==> config.mk <==
export PLATFORM = sky130hd
export DESIGN_NAME = dsp_post_adder_acc
export DESIGN_NICKNAME = d
export VERILOG_FILES = /design/src/rtl/dsp_pkg.sv /design/src/rtl/dsp_pipe_reg.sv /design/src/rtl/dsp_post_adder_acc.sv
export SDC_FILE = /design/constraint.sdc
export NUM_CORES = 1
export LEC_CHECK = 0
export ABC_AREA = 0
export ABC_CLOCK_PERIOD_IN_PS = 10800
export CORE_MARGIN = 3
export CORE_UTILIZATION = 55
export DETAILED_ROUTE_END_ITERATION = 8
export HOLD_SLACK_MARGIN = 0.08
export MAX_ROUTING_LAYER = met4
export PLACE_DENSITY = 0.9
export SLEW_MARGIN = 40
export SYNTH_ARGS = -nofsm -noshare
export SYNTH_HDL_FRONTEND = slang
export SYNTH_SLANG_ARGS = --single-unit
==> constraint.sdc <==
create_clock -name CLK -period 10.8 [get_ports CLK]
set_input_delay 1.08 -clock CLK [delete_from_list [all_inputs] [get_ports CLK]]
set_output_delay 1.08 -clock CLK [all_outputs]
set_load 0.01 [all_outputs]
==> src/rtl/dsp_pkg.sv <==
// Shared widths and OPMODE field encodings for the DSP slice post-adder stage.
package dsp_pkg;
  localparam int P_W    = 48;
  localparam int M_W    = 36;
  localparam int AB_W   = 18;
  localparam int DCAT_W = 12;

  localparam logic [1:0] X_ZERO = 2'd0;
  localparam logic [1:0] X_M    = 2'd1;
  localparam logic [1:0] X_P    = 2'd2;
  localparam logic [1:0] X_DAB  = 2'd3;

  localparam logic [1:0] Z_ZERO = 2'd0;
  localparam logic [1:0] Z_PCIN = 2'd1;
  localparam logic [1:0] Z_P    = 2'd2;
  localparam logic [1:0] Z_C    = 2'd3;

  localparam int OPM_SUB = 7;
  localparam int OPM_CIN = 5;
endpackage

==> src/rtl/dsp_pipe_reg.sv <==
// Width-parameterised register with clock enable, async active-high reset and
// a static bypass (EN=0 passes d_i straight through).
module dsp_pipe_reg #(
  parameter int W  = 1,
  parameter int EN = 1
) (
  input  logic         CLK,
  input  logic         RST,
  input  logic         ce_i,
  input  logic [W-1:0] d_i,
  output logic [W-1:0] q_o
);
  generate
    if (EN != 0) begin : g_reg
      logic [W-1:0] q_q;
      always_ff @(posedge CLK or posedge RST) begin
        if (RST)       q_q <= '0;
        else if (ce_i) q_q <= d_i;
      end
      assign q_o = q_q;
    end else begin : g_byp
      logic unused_byp;
      assign unused_byp = ^{CLK, RST, ce_i};
      assign q_o = d_i;
    end
  endgenerate
endmodule

==> src/rtl/dsp_post_adder_acc.sv <==
// Post-adder/accumulator of a DSP48A1-style slice: X/Z operand select, add/sub
// with carry-in, P register and carry-out. `define DSP_ACC_OVF_EN adds ACC_OVF.
module dsp_post_adder_acc
  import dsp_pkg::*;
#(
  parameter int    PREG        = 1,
  parameter int    CARRYOUTREG = 1,
  parameter int    CARRYINREG  = 1,
  parameter int    OPMODEREG   = 1,
  parameter string CARRYINSEL  = "OPMODE5"
) (
  input  logic        CLK,
  input  logic        RST,
  input  logic        CEP,
  input  logic        CECARRYIN,
  input  logic        CEOPMODE,
  input  logic [7:0]  OPMODE,
  input  logic [35:0] M,
  input  logic [17:0] D,
  input  logic [17:0] A,
  input  logic [17:0] B,
  input  logic [47:0] C,
  input  logic [47:0] PCIN,
  input  logic        CARRYIN,
  output logic [47:0] P,
  output logic [47:0] PCOUT,
  output logic        CARRYOUT,
`ifdef DSP_ACC_OVF_EN
  output logic        ACC_OVF,
`endif
  output logic        CARRYOUTF
);
  logic [7:0]     opm;
  logic           cin_src, cin, co;
  logic [P_W-1:0] x, z, p_q;
  logic [P_W:0]   r;

  dsp_pipe_reg #(.W(8), .EN(OPMODEREG)) u_opm (
    .CLK(CLK), .RST(RST), .ce_i(CEOPMODE), .d_i(OPMODE), .q_o(opm));

  // Carry-in from OPMODE follows the (possibly registered) OPMODE value.
  assign cin_src = (CARRYINSEL == "CARRYIN") ? CARRYIN : opm[OPM_CIN];

  dsp_pipe_reg #(.W(1), .EN(CARRYINREG)) u_cin (
    .CLK(CLK), .RST(RST), .ce_i(CECARRYIN), .d_i(cin_src), .q_o(cin));

  always_comb begin
    x = '0;
    case (opm[1:0])
      X_ZERO:  x = '0;
      X_M:     x = {{(P_W-M_W){M[M_W-1]}}, M};
      X_P:     x = p_q;
      X_DAB:   x = {D[DCAT_W-1:0], A, B};
      default: x = '0;
    endcase
  end

  always_comb begin
    z = '0;
    case (opm[3:2])
      Z_ZERO:  z = '0;
      Z_PCIN:  z = PCIN;
      Z_P:     z = p_q;
      Z_C:     z = C;
      default: z = '0;
    endcase
  end

  // 49-bit unsigned arithmetic; bit 48 is the carry (or borrow on subtract).
  always_comb begin
    if (opm[OPM_SUB]) r = {1'b0, z} - ({1'b0, x} + {{P_W{1'b0}}, cin});
    else              r = {1'b0, z} + {1'b0, x} + {{P_W{1'b0}}, cin};
  end

  // Feedback always uses the real P register; PREG only picks the output tap.
  dsp_pipe_reg #(.W(P_W), .EN(1)) u_p (
    .CLK(CLK), .RST(RST), .ce_i(CEP), .d_i(r[P_W-1:0]), .q_o(p_q));

  dsp_pipe_reg #(.W(1), .EN(CARRYOUTREG)) u_co (
    .CLK(CLK), .RST(RST), .ce_i(CEP), .d_i(r[P_W]), .q_o(co));

  assign P         = (PREG != 0) ? p_q : r[P_W-1:0];
  assign PCOUT     = P;
  assign CARRYOUT  = co;
  assign CARRYOUTF = co;

`ifdef DSP_ACC_OVF_EN
  logic ovf_now, ovf_d, ovf_q;
  // Signed overflow: result sign disagrees with Z when the effective operand
  // signs agree (X same sign on add, opposite sign on subtract).
  assign ovf_now = (r[P_W-1] != z[P_W-1]) &&
                   (opm[OPM_SUB] ? (z[P_W-1] != x[P_W-1]) : (z[P_W-1] == x[P_W-1]));
  assign ovf_d   = ovf_now | (ovf_q & (opm[3:2] == Z_P));

  dsp_pipe_reg #(.W(1), .EN(1)) u_ovf (
    .CLK(CLK), .RST(RST), .ce_i(CEP), .d_i(ovf_d), .q_o(ovf_q));

  assign ACC_OVF = ovf_q;
`endif

  logic unused_ok;
  assign unused_ok = ^{opm[6], opm[4], opm[OPM_CIN], D[17:DCAT_W], CARRYIN};
endmodule

; ---- After elaboration in Yosys (flattened, before gate mapping)
; Index checks and enable logic that the tools add are counted.
[op_classes]
n_reduce_logical = 2
n_eq_ne = 6
n_addsub = 4
n_mux = 3
[ops]
columns = cell, n
row1 = one-hot mux 48 bit (4 select lines), 2
row2 = adder 48 x 1 -> 49 bit, 1
row3 = adder 48 x 48 -> 49 bit, 1
row4 = adder 49 x 1 -> 49 bit, 1
row5 = 2-to-1 mux 49 bit, 1
row6 = subtractor 48 x 49 -> 49 bit, 1
row7 = "equality test 2 bit, second input constant", 4
row8 = "equality test 2 x 1 -> 1 bit, second input constant", 2
row9 = zero test 2 bit, 2
[totals]
inputBits = 200
out_inout_bits = 98
reg_bits = 58

; ---- Depth between registers and ports, before layout
[logic_depth]
depth_word = 5
ltp_mapped = 19
ltp_nobuf = 16

; ---- Modules after synthesis
; Synthesis repeated with hierarchy kept, for this count alone.
[unflattened]
hier_cells = 1452
hier_area_um2 = 11533.6
[by_module_without_submodules]
columns = mod, n_inst, cells_each, area_per_inst_um2
row1 = dsp_post_adder_acc, 1, 1326, 9246.4
row2 = dsp_pipe_reg (u_p), 1, 102, 1864.3
row3 = dsp_pipe_reg (u_opm), 1, 18, 335.3
row4 = dsp_pipe_reg (u_cin ...), 2, 3, 43.8

; ---- Worst setup path before layout
; OpenSTA, ideal clock, no wires.
[synth_path]
path_type = register -> register
startpoint = register u_opm.g_reg.q_q[3], in the netlist u_opm.q_o[3]
endpoint = register u_p.g_reg.q_q[42], in the netlist u_p.q_o[42]
synth_period_minus_slack_ns = 4.451
setup_slack_ns = 6.349
stages_incl_launch_ff = 17
path_buffers = 2
setup_ns = 0.126
arrival_time_ns = 4.325
cell_sequence = dfrtp_1 -> buf_1 -> clkbuf_1 -> mux2_2 -> a22o_1 -> ha_1 -> ha_1 -> and3_1 -> nand4_1 -> a2111o_1 -> a21oi_1 -> o2111ai_1 -> a21oi_1 -> o41ai_2 -> o31ai_1 -> xnor2_1 -> a311o_1
[synth_between]
elab_chain_len = 5
word_cells_on_any_way = 9
[synth_rtl]
columns = item, line_no
row1 = start: declaration, dsp_pipe_reg.sv:15  ; logic [W-1:0] q_q;
row2 = start signal: assignment, dsp_pipe_reg.sv:18  ; else if (ce_i) q_q <= d_i;
row3 = "equality test 2 bit, or another cell as far along", dsp_post_adder_acc.sv:60  ; case (opm[3:2])
row4 = one-hot mux 48 bit (4 select lines) *, dsp_post_adder_acc.sv:60
row5 = adder 48 x 48 -> 49 bit, dsp_post_adder_acc.sv:72  ; else r = {1'b0, z} + {1'b0, x} + {{P_W{1'b0}}, cin};
row6 = adder 49 x 1 -> 49 bit, dsp_post_adder_acc.sv:72
row7 = 2-to-1 mux 49 bit *, dsp_post_adder_acc.sv:71  ; if (opm[OPM_SUB]) r = {1'b0, z} - ({1'b0, x} + {{P_W{1'b0}}, cin});
row8 = end signal: assignment, dsp_pipe_reg.sv:18
row9 = end: declaration, dsp_pipe_reg.sv:15
; Mark *: on every way between the ends. The rest lies on a longest branch, timed or not.
; A chain may end at the register's enable or synchronous reset.

; ---- Worst setup path after layout
[layout_path]
startpoint = register u_opm.g_reg.q_q[2], in the netlist u_opm.q_o[2]
endpoint = register u_co.g_reg.q_q, in the netlist u_co.q_o
[layout_between]
elab_chain_len = 5
word_cells_on_any_way = 9
[layout_rtl]
columns = item, line_no
row1 = "equality test 2 bit, or another cell as far along", dsp_post_adder_acc.sv:60
row2 = one-hot mux 48 bit (4 select lines) *, dsp_post_adder_acc.sv:60
row3 = adder 48 x 48 -> 49 bit, dsp_post_adder_acc.sv:72
row4 = adder 49 x 1 -> 49 bit, dsp_post_adder_acc.sv:72
row5 = 2-to-1 mux 49 bit *, dsp_post_adder_acc.sv:71
row6 = end signal: assignment, dsp_pipe_reg.sv:18
row7 = end: declaration, dsp_pipe_reg.sv:15
; Marked as above.

==> out/qor.csv <==
stage;metric;value;unit
floorplan;I/O Pins;298;
finish;Final nets;1944;
clock_network;clock tree root driver cell;clkbuf_16;
grt;vias in the first global route;11080;
finish;Final Non-Filler Cells;1862;
finish;post-synthesis to final-layout area growth;25.84;%
timing;clock skew;0.008757;ns
floorplan;Die ar.;21630;um2
worst_setup_path;Worst EP arrival;5.78;ns
placed_design;Placed Cells;1854;
finish;fraction of layout cells with a size suffix above 1;8.614;%
finish;footprint of the multi-input gates;8457;um2
floorplan;chip width;147.1;um
routing;Via Count;11580;
yosys;syn nets;1757;
placed_design;pre-CTS setup slack;5.227;ns
power;Pleak;6.128;nW
floorplan;die height;147.1;um
floorplan;FP Rows;50;
timing;RSZ-0062 raised after global routing;false;
placed_design;HPWL Detailed;28.31;mm
timing;Slew Viols, Final;0;
yosys;EDFF count, synth;0;
routing;# DRC;0;
clock_network;clock sink total;56;
floorplan;core box area;19140;um2
routing;initial DRC count;1040;
yosys;Post-Syn Area per Cell;7.743;um2
power;Peak VDD IR;128.0;uV
clock_network;clock buffer depth;2;
worst_setup_path;Setup CP Type;reg -> reg;
clock_network;Num CTS Buffers;5;
yosys;Area contributors post-synth;ha_1 (16%), dfrtp_1 (13%), mux2_2 (10%);
timing;setup ws final;5.274;ns
routing;vias per cell;6.219;
timing;worst-margin pin slew;0.8772;ns
clock_network;Worst-Skew Late Latency;0.32;ns
timing;Period minus WS final;5.526;ns
clock_network;CTS Hold Bufs;0;
routing;DRT antenna net count;0;
worst_setup_path;Worst Path Required;11.05;ns
finish;post-route cell area;13780;um2
placed_design;Port Buf Inserts;288;
clock_network;clock-pin slew on the worst setup and hold paths;0.09;ns
worst_setup_path;Worst setup SP type;flop;
yosys;Synth Instances;1414;
worst_setup_path;CP max FO;27;
routing;Routed WL;37.02;mm
worst_setup_path;critical path endpoint category;flop;
grt;first-pass GRT wire length;58.22;mm
placed_design;routability congestion estimate;0.9561;
timing;Slew HR;41.46;%
power;total power;3.530;mW
timing;Tcrit/Tclk final;51.17;%
timing;Fin Setup TNS;0;ns
yosys;Primary FF master, synth;dfrtp_1;
grt;Remaining Overflow, GRT;0;
yosys;Ys Warns;0;
timing;Fmax;181.0;MHz
yosys;FFs w/ async S/R, synth;100.0;%
floorplan;initial core utilization;57.19;%
yosys;register area share after synthesis;12.80;%
grt;antenna violations before repair;0;
placed_design;dpl cell area;13620;um2
clock_network;CTS tree;built;
yosys;synth unique cells;70;
yosys;post-synth top area share;15.89;%
run_status;status;complete, no violations;
finish;# diodes;0;
routing;routed wire length per instance;19.88;um
timing;final hold vios;0;
grt;Total GRT Usage;33.30;%
finish;register area;1408;um2
yosys;FF+latch count, synth;56;
finish;filler instances;1577;
flow_run;max-cap violation count;0;
yosys;Yosys top cell by area;ha_1;
power;power density over the cells;256.2;nW/um2
clock_network;post-CTS sizing;0;
routing;Pre-antenna DRT Iters;5;
clock_network;# Post-CTS Setup Buffers;0;
timing;final setup fails;0;
hold_path;Hold Path Class;reg -> reg;
clock_network;H-tree levels;2;
grt;largest net degree at the start of global routing;61;
yosys;Synth Cell Area;10950;um2
[Yosys cell counts, types with 8 or more instances]
master and n:
o221ai_1 9, o211ai_1 13, a21o_1 43, a21oi_1 126, nand3_1 20, a22o_1 80
xor2_1 30, o21bai_1 16, and3_1 16, clkbuf_1 53, nand2b_1 12, buf_1 14
nor2b_1 16, nand2_1 116, o21ai_0 63, o21a_1 13, a221o_1 11, inv_1 126
a31oi_1 18, nor2_1 81, mux2i_1 8, a211oi_1 10, xnor2_1 48, dfrtp_1 56
ha_1 139, buf_4 49, nor3_1 13, mux2_2 97, nand4_1 13
[path summary, 6_finish.rpt]
check	slack [ns]	cells past startpoint	to	from
setup / recovery	5.27	15	u_co.q_o	u_opm.q_o[2]
hold / removal	0.51	2	u_cin.q_o	u_opm.q_o[5]
setup reg to reg	5.27	15	u_co.q_o	u_opm.q_o[2]
hold reg to reg	0.51	2	u_cin.q_o	u_opm.q_o[5]
max in group asynchronous	9.10	3	u_opm.q_o[0]	RST
min in group asynchronous	1.27	3	u_opm.q_o[5]	RST
[cell families (layout without fill, tap and decap cells)]
family	Yosys count	in the layout	share of synthesized area (%)
AOI/OAI and AO/OA	465	465	29.61
and+or+nand+nor	321	321	13.71
buffers and inverters	244	432	10.07
adders and majority gates	143	143	16.62
muxes	107	107	10.95
xor gates and xnor gates	78	78	6.240
DFF	56	56	12.80
[critical path: stages, from the launching register on]
cell	delay (ns)
dfrtp_2	0.45
nor2b_4	0.55
buf_4	0.48
a22oi_1	0.21
fa_1	0.48
fa_1	0.46
nor2b_1	0.20
o31a_1	0.25
o221ai_1	0.19
a21oi_1	0.39
o211ai_1	0.24
a211oi_2	0.33
o31ai_1	0.18
or4b_1	0.53
a221o_1	0.37
nor2_1	0.12
[placed cells by master (no fill, tap or decap), drive strengths merged, types with 4 or more instances in the layout]
master	Yosys	routed
a211oi	12	12
a21boi	4	4
a21o	43	43
a21oi	126	126
a221o	11	11
a22o	80	80
a22oi	6	6
a31oi	19	19
a41oi	6	6
and2	7	7
and3	16	16
buf	65	11
clkbuf	53	5
clkdlybuf4s50	0	287
dfrtp	56	56
fa	4	4
ha	139	139
inv	126	128
mux2	99	99
mux2i	8	8
nand2	116	116
nand2b	12	12
nand3	20	20
nand4	13	13
nor2	81	81
nor2b	17	17
nor3	13	13
nor3b	5	5
o211ai	13	13
o21a	13	13
o21ai	68	68
o21bai	16	16
o221ai	9	9
o31a	6	6
o31ai	7	7
o41ai	4	4
or2	5	5
or3	6	6
xnor2	48	48
xor2	30	30
[registers in the layout (all words and copies together), names as in the netlist]
| signal | flops |
|---|---|
| u_p.q_o | 48 |
| u_co.q_o | 1 |
| u_opm.q_o | 6 |
| u_cin.q_o | 1 |
[routing by layer]
metal | part of all wire (%) | global-route usage [%] | vias to the layer above
li1 | - | - | 5444
met1 | 42 | 43.39 | 5477
met2 | 47 | 55.30 | 597
met3 | 8.5 | 4.627 | 61
met4 | 2.0 | 7.409 | 0
met5 | 0 | - | -
[power by group]
| part | internal, mW | leakage (nW) | switching [mW] |
|---|---|---|---|
| combinational | 1.35 | 5.41 | 1.56 |
| sequential | 0.303 | 0.650 | 0.133 |
| clock | 0.0885 | 0.0708 | 0.0980 |
| total | 1.74 | 6.13 | 1.79 |
[metrics by stage]
step           hold WS, ns  util (%)
6_report            0.5118     71.97
5_1_grt             0.5479     71.97
4_1_cts             0.5158     71.95
3_5_place_dp        0.4824     71.16
3_3_place_gp        0.4878     71.09
2_1_floorplan       0.4438         -
[final cells by class]
type / instances / area share, %
multi-input cells: 1114 / 61.38
repair buffers: 298 / 21.51
flip-flops and latches: 56 / 10.22
inverters: 126 / 3.433
well taps: 260 / 2.361
clock buffers: 5 / 0.9082
clock inverters: 3 / 0.1816
No activity file was read; power rests on OpenSTA's default activity.
